--- config.mk ---
export PLATFORM = sky130hd
export DESIGN_NAME = adc_pattern_generator_flat
export DESIGN_NICKNAME = d
export VERILOG_FILES = /design/src/rtl/adc_pattern_generator_if.sv /design/src/rtl/adc_pattern_generator.sv /design/src/flat_wrapper.sv
export SDC_FILE = /design/constraint.sdc
export NUM_CORES = 1
export LEC_CHECK = 0
export ABC_AREA = 1
export ABC_CLOCK_PERIOD_IN_PS = 6560
export BUFFER_PORTS_ARGS = -buffer_cell sky130_fd_sc_hd__buf_2
export CORE_ASPECT_RATIO = 1.1
export CORE_MARGIN = 5
export CORE_UTILIZATION = 57
export DETAILED_ROUTE_END_ITERATION = 7
export PLACE_DENSITY = 0.79
export SLEW_MARGIN = 5
export SYNTH_ARGS = -nofsm -noshare
export SYNTH_HDL_FRONTEND = slang
export SYNTH_SLANG_ARGS = --single-unit
--- constraint.sdc ---
create_clock -name clk -period 6.56 [get_ports clk]
set_clock_uncertainty 0.2 [all_clocks]
set_input_delay 1.312 -clock clk [delete_from_list [all_inputs] [get_ports clk]]
set_output_delay 1.312 -clock clk [all_outputs]
set_load 0.02 [all_outputs]
--- src/rtl/adc_pattern_generator_if.sv ---
// Sample stream from the pattern generator to its sink.
// Handshake: a sample transfers in any cycle where data_valid && data_ready;
// data is stable while data_valid is high and unaccepted.
`timescale 1ns/1ps
interface adc_pattern_generator_if #(
    parameter int DATA_W = 64
);
    logic [DATA_W-1:0] data;
    logic              data_valid;
    logic              data_ready;

    modport master (output data, output data_valid, input data_ready);
    modport slave  (input data, input data_valid, output data_ready);
endinterface

--- src/rtl/adc_pattern_generator.sv ---
// Multi-channel synthetic ADC source: ramp, constant, LFSR and min/max toggle
// patterns at a programmable sample rate, with burst length and drop counting.
`timescale 1ns/1ps
module adc_pattern_generator #(
    parameter int CHANNEL_NUM    = 4,
    parameter int ADC_BIT_NUM    = 10,
    parameter int OUTPUT_BIT_NUM = 16,
    parameter int DIV_WIDTH      = 8,
    parameter int SIGN_EXT       = 0
) (
    input  logic                   clk,
    input  logic                   rst,
    input  logic                   start,
    input  logic                   stop,
    input  logic [1:0]             mode,
    input  logic [DIV_WIDTH-1:0]   div,
    input  logic [15:0]            burst_len,
    input  logic [ADC_BIT_NUM-1:0] const_value,
    adc_pattern_generator_if.master dout,
    output logic                   busy,
    output logic [15:0]            drop_cnt
);
    localparam int DATA_W = OUTPUT_BIT_NUM * CHANNEL_NUM;
    localparam logic [15:0] LFSR_SEED = 16'hACE1;

    typedef enum logic {S_IDLE, S_RUN} state_t;

    state_t                 state_q, state_d;
    logic [DIV_WIDTH-1:0]   cnt_q, cnt_d;
    logic [DIV_WIDTH-1:0]   div_q, div_d;
    logic [1:0]             mode_q, mode_d;
    logic [15:0]            burst_q, burst_d;
    logic [15:0]            sent_q, sent_d;
    logic [ADC_BIT_NUM-1:0] ramp_q, ramp_d;
    logic [15:0]            lfsr_q, lfsr_d;
    logic                   tog_q, tog_d;
    logic [DATA_W-1:0]      data_q, data_d;
    logic                   valid_q, valid_d;
    logic [15:0]            drop_q, drop_d;

    logic                      tick;
    logic                      present;
    logic                      accept;
    logic [ADC_BIT_NUM-1:0]    raw;
    logic [OUTPUT_BIT_NUM-1:0] lane;
    logic [DATA_W-1:0]         sample;

    // Current generator state rendered into lanes; only latched on a presented tick.
    always_comb begin
        raw    = '0;
        lane   = '0;
        sample = '0;
        for (int ii = 0; ii < CHANNEL_NUM; ii++) begin
            case (mode_q)
                2'd0:    raw = ramp_q + ADC_BIT_NUM'(ii);
                2'd1:    raw = const_value;
                2'd2:    raw = lfsr_q[ADC_BIT_NUM-1:0] ^ ADC_BIT_NUM'(ii * 32'h1111);
                default: raw = {ADC_BIT_NUM{tog_q}};
            endcase
            lane = {OUTPUT_BIT_NUM{(SIGN_EXT != 0) && raw[ADC_BIT_NUM-1]}};
            lane[ADC_BIT_NUM-1:0] = raw;
            sample[ii*OUTPUT_BIT_NUM +: OUTPUT_BIT_NUM] = lane;
        end
    end

    always_comb begin
        state_d = state_q;
        cnt_d   = cnt_q;
        div_d   = div_q;
        mode_d  = mode_q;
        burst_d = burst_q;
        sent_d  = sent_q;
        ramp_d  = ramp_q;
        lfsr_d  = lfsr_q;
        tog_d   = tog_q;
        data_d  = data_q;
        valid_d = valid_q;
        drop_d  = drop_q;
        tick    = 1'b0;
        present = 1'b0;
        accept  = valid_q && dout.data_ready;

        case (state_q)
            S_IDLE: begin
                cnt_d = '0;
                if (start && !stop) begin
                    state_d = S_RUN;
                    mode_d  = mode;
                    div_d   = div;
                    burst_d = burst_len;
                    sent_d  = '0;
                    ramp_d  = '0;
                    lfsr_d  = LFSR_SEED;
                    tog_d   = 1'b0;
                    drop_d  = '0;
                end
            end
            default: begin
                if (stop) begin
                    state_d = S_IDLE;
                    cnt_d   = '0;
                end else begin
                    if (cnt_q == div_q) begin
                        tick  = 1'b1;
                        cnt_d = '0;
                    end else begin
                        cnt_d = cnt_q + DIV_WIDTH'(1);
                    end
                    if (tick) begin
                        // Generator advances on every tick, even when the sample is dropped.
                        ramp_d = ramp_q + ADC_BIT_NUM'(1);
                        lfsr_d = {lfsr_q[0] ^ lfsr_q[2] ^ lfsr_q[3] ^ lfsr_q[5], lfsr_q[15:1]};
                        tog_d  = ~tog_q;
                        if (valid_q && !dout.data_ready) begin
                            drop_d = (drop_q == 16'hFFFF) ? drop_q : drop_q + 16'd1;
                        end else begin
                            present = 1'b1;
                            sent_d  = sent_q + 16'd1;
                            if (burst_q != 16'd0 && sent_q + 16'd1 == burst_q) begin
                                state_d = S_IDLE;
                                cnt_d   = '0;
                            end
                        end
                    end
                end
            end
        endcase

        if (present) begin
            data_d  = sample;
            valid_d = 1'b1;
        end else if (accept) begin
            valid_d = 1'b0;
        end
    end

    always_ff @(posedge clk or posedge rst) begin
        if (rst) begin
            state_q <= S_IDLE;
            cnt_q   <= '0;
            div_q   <= '0;
            mode_q  <= '0;
            burst_q <= '0;
            sent_q  <= '0;
            ramp_q  <= '0;
            lfsr_q  <= LFSR_SEED;
            tog_q   <= 1'b0;
            data_q  <= '0;
            valid_q <= 1'b0;
            drop_q  <= '0;
        end else begin
            state_q <= state_d;
            cnt_q   <= cnt_d;
            div_q   <= div_d;
            mode_q  <= mode_d;
            burst_q <= burst_d;
            sent_q  <= sent_d;
            ramp_q  <= ramp_d;
            lfsr_q  <= lfsr_d;
            tog_q   <= tog_d;
            data_q  <= data_d;
            valid_q <= valid_d;
            drop_q  <= drop_d;
        end
    end

    assign dout.data       = data_q;
    assign dout.data_valid = valid_q;
    assign busy            = (state_q == S_RUN);
    assign drop_cnt        = drop_q;
endmodule

--- src/flat_wrapper.sv ---
// flat-port wrapper written by rule: the top's interface ports become plain ports
module adc_pattern_generator_flat 
#(
    parameter int CHANNEL_NUM    = 4,
    parameter int ADC_BIT_NUM    = 10,
    parameter int OUTPUT_BIT_NUM = 16,
    parameter int DIV_WIDTH      = 8,
    parameter int SIGN_EXT       = 0
)
  (clk, rst, start, stop, mode, div, burst_len, const_value, busy, drop_cnt, dout_data, dout_data_valid, dout_data_ready);
  adc_pattern_generator_if dout_i ();
  input  logic clk;
  input  logic rst;
  input  logic start;
  input  logic stop;
  input  logic [1:0] mode;
  input  logic [DIV_WIDTH-1:0] div;
  input  logic [15:0] burst_len;
  input  logic [ADC_BIT_NUM-1:0] const_value;
  output logic busy;
  output logic [15:0] drop_cnt;
  output wire logic [$bits(dout_i.data)-1:0] dout_data;
  output wire logic [$bits(dout_i.data_valid)-1:0] dout_data_valid;
  input wire logic [$bits(dout_i.data_ready)-1:0] dout_data_ready;
  assign dout_data = dout_i.data;
  assign dout_data_valid = dout_i.data_valid;
  assign dout_i.data_ready = dout_data_ready;
  adc_pattern_generator #(.CHANNEL_NUM(CHANNEL_NUM), .ADC_BIT_NUM(ADC_BIT_NUM), .OUTPUT_BIT_NUM(OUTPUT_BIT_NUM), .DIV_WIDTH(DIV_WIDTH), .SIGN_EXT(SIGN_EXT)) u_core (.clk(clk), .rst(rst), .start(start), .stop(stop), .mode(mode), .div(div), .burst_len(burst_len), .const_value(const_value), .dout(dout_i), .busy(busy), .drop_cnt(drop_cnt));
endmodule
---- Yosys cells after proc, flatten, opt, wreduce, memory -nomap -nowiden ----
Cells that the tools add are included.
word-level totals
  flip-flop bits (word level) ............. 135
  input port bits ......................... 41
  output and inout bits ................... 82
  logic and storage cells ................. 97
operators by class
  add/subtract/negate cells ............... 6
  equality and inequality tests ........... 10
  multiplexer cells ....................... 47
  bitwise logic cells ..................... 8
  reduce and logical (&&, ||, !) cells .... 14
operators by type and width
  cell                                                                   count
  16-bit 2-to-1 mux                                                      14
  10-bit one-hot mux with 3 select lines                                 4
  8-bit 2-to-1 mux                                                       6
  10-bit 2-to-1 mux                                                      4
  16-bit by 1-bit adder with 16-bit output, second input constant        2
  10-bit by 2-bit adder with 10-bit output, second input constant        2
  1-bit 2-to-1 mux                                                       19
  16-bit equality test                                                   1
  16-bit equality test, second input constant                            1
  16-bit nonzero test                                                    1
  10-bit by 1-bit adder with 10-bit output, second input constant        1
  2-bit != test, second input constant                                   5
  8-bit by 1-bit adder with 8-bit output, second input constant          1
  8-bit equality test                                                    1
  3-bit inverter                                                         2
  6-bit inverter                                                         1
  5-bit AND reduction                                                    1
  1-bit logical AND                                                      4
  4-bit AND reduction                                                    1
  2-bit nonzero test                                                     2
  3-bit AND reduction                                                    1
  1-bit bitwise XOR                                                      3
  2-bit by 1-bit equality test with 1-bit output, second input constant  1
  2-bit equality test, second input constant                             1
  4 further kinds                                                        6

---- Longest topological paths before layout ----
Gate-level depths: netlist (run 1).
  depth after elaboration ................. 8
  gate-level depth with buffers ........... 14
  mapped depth without buffers ............ 13

---- Worst setup path after synthesis (run 1) ----
No wires, ideal clock.
  path type ............................... input -> register
  start ................................... in dout_data_ready
  end ..................................... reg u_core.sent_q[1]
  library setup time ...................... 0.082 ns
  arrival ................................. 2.199 ns
  required time ........................... 6.278 ns
  slack ................................... 4.079 ns
  stages .................................. 8
  buffers on the path ..................... 2
  cell sequence ........................... inv_1 -> nand2_1 -> inv_1 -> o21ai_0 -> and2_1 -> buf_2 -> buf_4 -> o22ai_1
on the way
  word-level cells in the longest chain between the ends .. 4
ends and longest elaborated chain
  item                           RTL line                      text
  start: declaration             flat_wrapper.sv:24            input wire logic [$bits(dout_i.data_ready)-1:0] dout_data_ready;
  1-bit zero test                adc_pattern_generator.sv:114  if (valid_q && !dout.data_ready) begin
  1-bit logical AND              adc_pattern_generator.sv:114
  2-bit != test (no line)        n/a
  4-bit AND reduction (no line)  n/a
  end signal: assignment         adc_pattern_generator.sv:157  sent_q <= sent_d;
  end: declaration               adc_pattern_generator.sv:33   logic [15:0] sent_q, sent_d;
Every way passes these cells.
A chain may end at the register's enable or synchronous reset.

---- Worst setup path after layout (run 1) ----
  start ................................... in stop
  end ..................................... reg u_core.data_q[4], in the netlist u_core.dout.data[4]
on the way
  word-level cells in the longest chain between the ends .. 2
ends and longest elaborated chain
  item                    RTL line                      text
  start: declaration      flat_wrapper.sv:15            input logic stop;
  1-bit 2-to-1 mux        adc_pattern_generator.sv:99   if (stop) begin
  1-bit 2-to-1 mux        adc_pattern_generator.sv:83   case (state_q)
  end signal: assignment  adc_pattern_generator.sv:161  data_q <= data_d;
  end: declaration        adc_pattern_generator.sv:37   logic [DATA_W-1:0] data_q, data_d;
Every way passes these cells.

==> results of run 1 <==
==> power breakdown <==
| part | leakage [nW] | internal [mW] | total (mW) | switching, mW |
|---|---|---|---|---|
| Combinational | 2.17 | 0.0872 | 0.271 | 0.184 |
| Clock | 0.313 | 0.674 | 1.03 | 0.352 |
| Sequential | 1.74 | 0.860 | 0.892 | 0.0323 |
==> cells in the final DEF, fill, tap and decap left out, types with 6 or more instances in the layout <==
cell / synthesis / layout
nand4_1: 13 / 13
a2bb2oi_1: 17 / 17
conb_1: 1 / 24
a21oi_1: 33 / 33
nand2_1: 165 / 165
xnor2_1: 7 / 7
dfstp_2: 8 / 8
o22ai_1: 45 / 45
nor3_1: 15 / 15
inv_1: 128 / 127
xor2_1: 25 / 25
o22a_1: 6 / 6
o21ai_1: 7 / 7
o21ai_0: 44 / 44
nor2_1: 103 / 103
buf_2: 14 / 98
ha_1: 7 / 7
nand3_1: 54 / 53
dfrtp_1: 125 / 125
inv_2: 10 / 10
a31oi_1: 12 / 12
clkbuf_16: 0 / 17
==> sequential cells by signal, indices dropped and copies added (netlist names), 2 cells and up <==
name	flops
u_core.div_q	8
u_core.burst_q	16
u_core.drop_cnt	16
u_core.ramp_q	10
u_core.cnt_q	8
u_core.dout.data	38
u_core.lfsr_q	16
u_core.mode_q	2
u_core.sent_q	16
==> per-stage QoR <==
stage | util [%] | hold slack [ns]
2_1_floorplan | - | 0.250
3_3_place_gp | 61.6 | 0.271
3_5_place_dp | 61.6 | 0.282
4_1_cts | 66.7 | 0.296
5_1_grt | 66.7 | 0.314
6_report | 66.7 | 0.290
==> synthesized netlist by cell type (2+ instances only) <==
cell	instances
a221oi_1	2
xnor3_1	2
a2bb2oi_1	17
o22ai_1	45
inv_1	128
and2_1	2
a21oi_1	33
inv_2	10
dfrtp_1	125
o21ai_1	7
clkinv_1	2
clkbuf_1	10
o21ai_2	3
a22oi_1	5
a31oi_1	12
o22a_1	6
ha_1	7
nand3b_1	2
xor2_1	25
nand2_1	165
mux2_2	5
dfstp_2	8
nand3_1	54
buf_4	29
o21ai_0	44
nor2_1	103
buf_2	14
buf_6	3
nor3_1	15
xnor2_1	7
nand4_1	13
==> cells by family (layout without fill, tap and decap cells) <==
group                      Yosys count  after routing  share of synthesized area, %
adders and majority gates            7              7                          1.20
buffers and inverters              196            274                          12.1
AOI/OAI and AO/OA                  176            176                          14.7
muxes                                6              6                         0.907
other                                1             24                        0.0513
xor gates and xnor gates            34             34                          4.45
DFF                                133            133                          45.7
and+or+nand+nor                    361            361                          20.9
==> worst register-to-register path, cell delays in order, from the launching register on <==
cell     delay, ns
dfrtp_1       0.54
inv_2         0.24
nor2_1        0.20
nand2_2       0.32
nor2_8        0.61
nand2_4       0.28
inv_2         0.38
nand3_1       0.16
o21ai_2       0.09
inv_2         0.03
==> layout make-up <==
class                           count  area, sq um  area share, %
Sequential cell                   133         3340           39.8
Multi-Input combinational cell    608         3180           37.8
Inverter                          140          528           6.29
Timing Repair Buffer              102          520           6.20
Clock buffer                       23          488           5.81
Tap cell                          157          196           2.34
Clock inverter                      9          148           1.76
==> worst paths after layout <==
check	start	end	slack, ns	cells past startpoint
max reg2reg	u_core.busy	u_core.dout.data[4]	3.39	9
min in group asynchronous	rst	u_core.drop_cnt[5]	0.87	2
max in group asynchronous	rst	u_core.dout.data[6]	4.01	3
max	stop	u_core.dout.data[4]	3.20	9
min	u_core.lfsr_q[14]	u_core.lfsr_q[13]	0.29	2
min reg2reg	u_core.lfsr_q[14]	u_core.lfsr_q[13]	0.29	2
==> per-layer routing <==
layer	global-route usage, %	vias to the layer above
met5	0	-
met4	9.78	0
met3	4.48	36
met2	39.0	204
met1	29.7	3038
li1	-	3127
==> flow_summary.ini, run 1 <==
[sta]
hold_violations = 0
drv_slew = 0
slew_headroom_pct = 41.6
fmax_mhz = 297
setup_tns_ns = 0
finalCritPeriodShare_pct = 51.3
rsz0062_at_grt = false
setup_viol = 0
setup_slack_ns = 3.20
layout_min_cycle_time_ns = 3.36
worst_pin_slew_ns = 0.876

[cts]
clock_path_buffers = 2
clk_latency_ns = 0.42
cts_max_level = 4
numClockSinks = 133
cts-root-buf = clkbuf_16
cts_resized = 0
holdBufCountCts = 0
numCtsBuffers = 17
cts_tree = yes
post-cts-setup-buffers = 0
clk_pin_slew_ns = 0.06

[layout]
layout-drive-gt1-share_pct = 16.4
syn_to_final_growth_pct = 14.9
fin_cells = 1172
design_area_sq_mm = 0.00840
antenna_cells = 0
fin_nets = 1050
nFillCells = 1093

[die]
die_w_um = 118
initial_core_util_pct = 58.1
die_area_sq_mm = 0.0152
die_y_um = 129
row_count = 43
ios = 123
coreArea_sq_mm = 0.0126

[route]
drt_iter0_drc = 542
wire_per_inst_um = 15.0
drt_pass1_iterations = 5
drc_errors = 0
via_per_inst = 5.47
ant_nets = 0
routed.top_layer = met4
vias = 6405
wl_met1_um = 7600
wl_um = 17600
met3WireLength_um = 998
met2RoutedLength_um = 8600

[critical_path]
crit_path_frequent_cell = inv_2
arrival_ns = 3.48
cp_max_fo = 41
cp_top_family = simple AND/OR/NAND/NOR gates
crit_path_end_kind = flip-flop
worst_setup_path_start_kind = primary input
slowest_stage = nor2_8
cp_slowest_stage_delay_ns = 0.61
critPathBufInv = 3
crit_path_cell_trace = buf_2, nor2_1, nand2_2, nor2_8, nand2_4, inv_2, nand3_1, o21ai_2, inv_2
worstPathRequired_ns = 6.67
crit_type = primary input to flip-flop

[flow_run]
timing.max_cap.violations = 0

[yosys]
netlist.area_leader.share_pct = 42.8
async_flop_share_pct = 100
yosys_warnings = 0
ys_seq_elements = 133
synth_edf_count = 0
synth-seq-area-share_pct = 45.7
yosysTopAreaCell = dfrtp_1
synthFlopType = dfrtp_1
synthCells = 914
synth.area.top_cells = dfrtp_1 (43%), nand2_1 (8.5%), inv_1 (6.6%)
synth.avg_cell_area_sq_um = 8.00
synth_cell_types = 42
syn_area_sq_mm = 0.00731

[power]
finalPower_mw = 2.19
vdd.ir_drop.worst_v = 0.000194
leakagePower_nw = 4.22
pwr_density_cell_mw_per_mm2 = 261

[place]
portBuffers = 98
place_area_sq_mm = 0.00776
place_ws_ns = 2.76
dp.cells = 1140
gp_congestion = 0.911
dp_hpwl_um = 12400

[global_routing]
gr-total-overflow = 0
gr-usage-all-layers_pct = 23.2
antenna_found_initial = 0
grt_max_degree = 75
grt_pass1_vias = 6028
grt_pass1_wl_um = 28700

[min_path]
hold_class = flip-flop to flip-flop

[run_status]
status = complete, no violations
Note: power is estimated with default switching activity, not from simulation.
==> run 2: changes to the inputs <==
- ABC_CLOCK_PERIOD_IN_PS: 6560 -> 3450
- clock period: 6.56 -> 3.45 ns (I/O delays scaled with it)
==> run 2 against run 1 <==
Effect of this change:
- worst hold slack got worse by 0.16 ns
- die area did not move
- register-to-register slack lost 2.6 ns
- sequential power is 91% higher
- final cell count grew 0.26%
- utilization rose by 0.48 points
- highest routed layer is now met5
- wire length grew 0.59%
- critical path depth shrank 2
- design area up 0.72%
==> flow_summary.ini, run 2 (synthesis gave the netlist of run 1 again) <==
[die]
ios = 123
coreArea_sq_mm = 0.0126
die_area_sq_mm = 0.0152
row_count = 43
die_w_um = 118
initial_core_util_pct = 58.1
die_y_um = 129

[layout]
antenna_cells = 0
most-common-layout-cells = nand2_1 (165), inv_1 (127), dfrtp_1 (125)
layout-drive-gt1-share_pct = 16.8
fin_nets = 1053
syn_to_final_growth_pct = 15.7
final_util_pct = 67.2
final_common_cell = nand2_1
design_area_sq_mm = 0.00846
largest_register_ffs = 38
fin_cells = 1175

[power]
leakagePower_nw = 4.24
vdd.ir_drop.worst_v = 0.000339
pwr_density_cell_mw_per_mm2 = 495

[place]
portBuffers = 98
gp_congestion = 0.958
place_area_sq_mm = 0.00781
dp_hpwl_um = 12500
dp.cells = 1143

[global_routing]
grt_max_degree = 60
antenna_found_initial = 1
gr-usage-all-layers_pct = 23.9
grt_pass1_wl_um = 29500
grt_pass1_vias = 6166
gr-total-overflow = 0

[cts]
cts-root-buf = clkbuf_16
cts_resized = 0
cts_tree = yes
holdBufCountCts = 0
numClockSinks = 133
clock_path_buffers = 2
numCtsBuffers = 17
cts_max_level = 4
clk_latency_ns = 0.42
post-cts-setup-buffers = 0
clk_pin_slew_ns = 0.06

[sta]
slew_headroom_pct = 57.1
rsz0062_at_grt = false
finalCritPeriodShare_pct = 77.4
layout_min_cycle_time_ns = 2.67
setup_tns_ns = 0
worst_pin_slew_ns = 0.644
hold_ws_ns = 0.132
drv_slew = 0
hold_violations = 0
setup_viol = 0
fmax_mhz = 375

[critical_path]
r2r_slack_ns = 0.78
startpoint = u_core.busy
regToRegStartpoint = u_core.busy
endpoint = u_core.sent_q[10]
cp_max_fo = 40
worst_setup_path_start_kind = flip-flop
arrival_ns = 2.80
worstPathRequired_ns = 3.58
crit_type = flip-flop to flip-flop
r2r_cells = 7
r2r_end = u_core.sent_q[10]
crit_path_end_kind = flip-flop

[route]
routed.top_layer = met5
vias = 6442
drt_pass1_iterations = 5
via_per_inst = 5.48
wl_um = 17700
wire_per_inst_um = 15.1
drc_errors = 0
drt_iter0_drc = 598
ant_nets = 0
wl_met1_um = 7160
met2RoutedLength_um = 8840
met3WireLength_um = 1170

[run_status]
status = complete, no violations

[min_path]
hold_class = primary input to async pin

[flow_run]
timing.max_cap.violations = 0
## run 2: cell types whose count changed in the layout (fill, tap and decap cells not counted), moves of 2 or more
cell,previous run,this run
clkinv_4,0,2
clkbuf_8,4,1
buf_12,0,2
clkinvlp_4,1,3
clkbuf_1,2,0
## run 2: critical path: stages (launching register included)
cell     delay, ns
dfrtp_1       0.52
inv_2         0.22
nor2_1        0.20
nand2_2       0.33
nor2_8        0.20
buf_4         0.40
inv_2         0.21
o22ai_1       0.22
## run 2: layout make-up
class                   instances  area, sq um
clock buffers                  18          439
clock inverters                14          208
fillers                      1064         4130
inverters                     140          529
multi-input cells             608         3180
flip-flops and latches        133         3340
well taps                     157          196
repair buffers                105          568
## run 2: where the power goes
group	internal, mW	switching, mW	total [mW]
Clock	1.29	0.670	1.96
Sequential	1.64	0.0613	1.70
Combinational	0.171	0.351	0.522
Total	3.10	1.08	4.18
## run 2: worst min-delay path by stage
stage,start,to,cells past startpoint
2_1_floorplan,u_core.lfsr_q[12],u_core.lfsr_q[11],2
3_3_place_gp,u_core.lfsr_q[12],u_core.lfsr_q[11],2
3_5_place_dp,u_core.lfsr_q[12],u_core.lfsr_q[11],2
4_1_cts,rst,u_core.dout.data[33],2
5_1_grt,rst,u_core.dout.data[33],2
6_report,rst,u_core.dout.data[33],2
## run 2: through the flow
| step | total power [mW] | setup WS, ns |
|---|---|---|
| after floorplan | 2.11 | 0.915 |
| after global placement | 2.23 | 0.880 |
| after detailed placement | 2.24 | 0.773 |
| after CTS | 4.21 | 0.806 |
| after global routing | 4.36 | 0.591 |
| final | 4.18 | 0.780 |
## run 2: routing by layer
layer	vias up	global-route usage, %
met5	-	0
met2	240	40.4
met4	2	10.5
met1	3035	29.9
li1	3131	-
met3	34	5.19
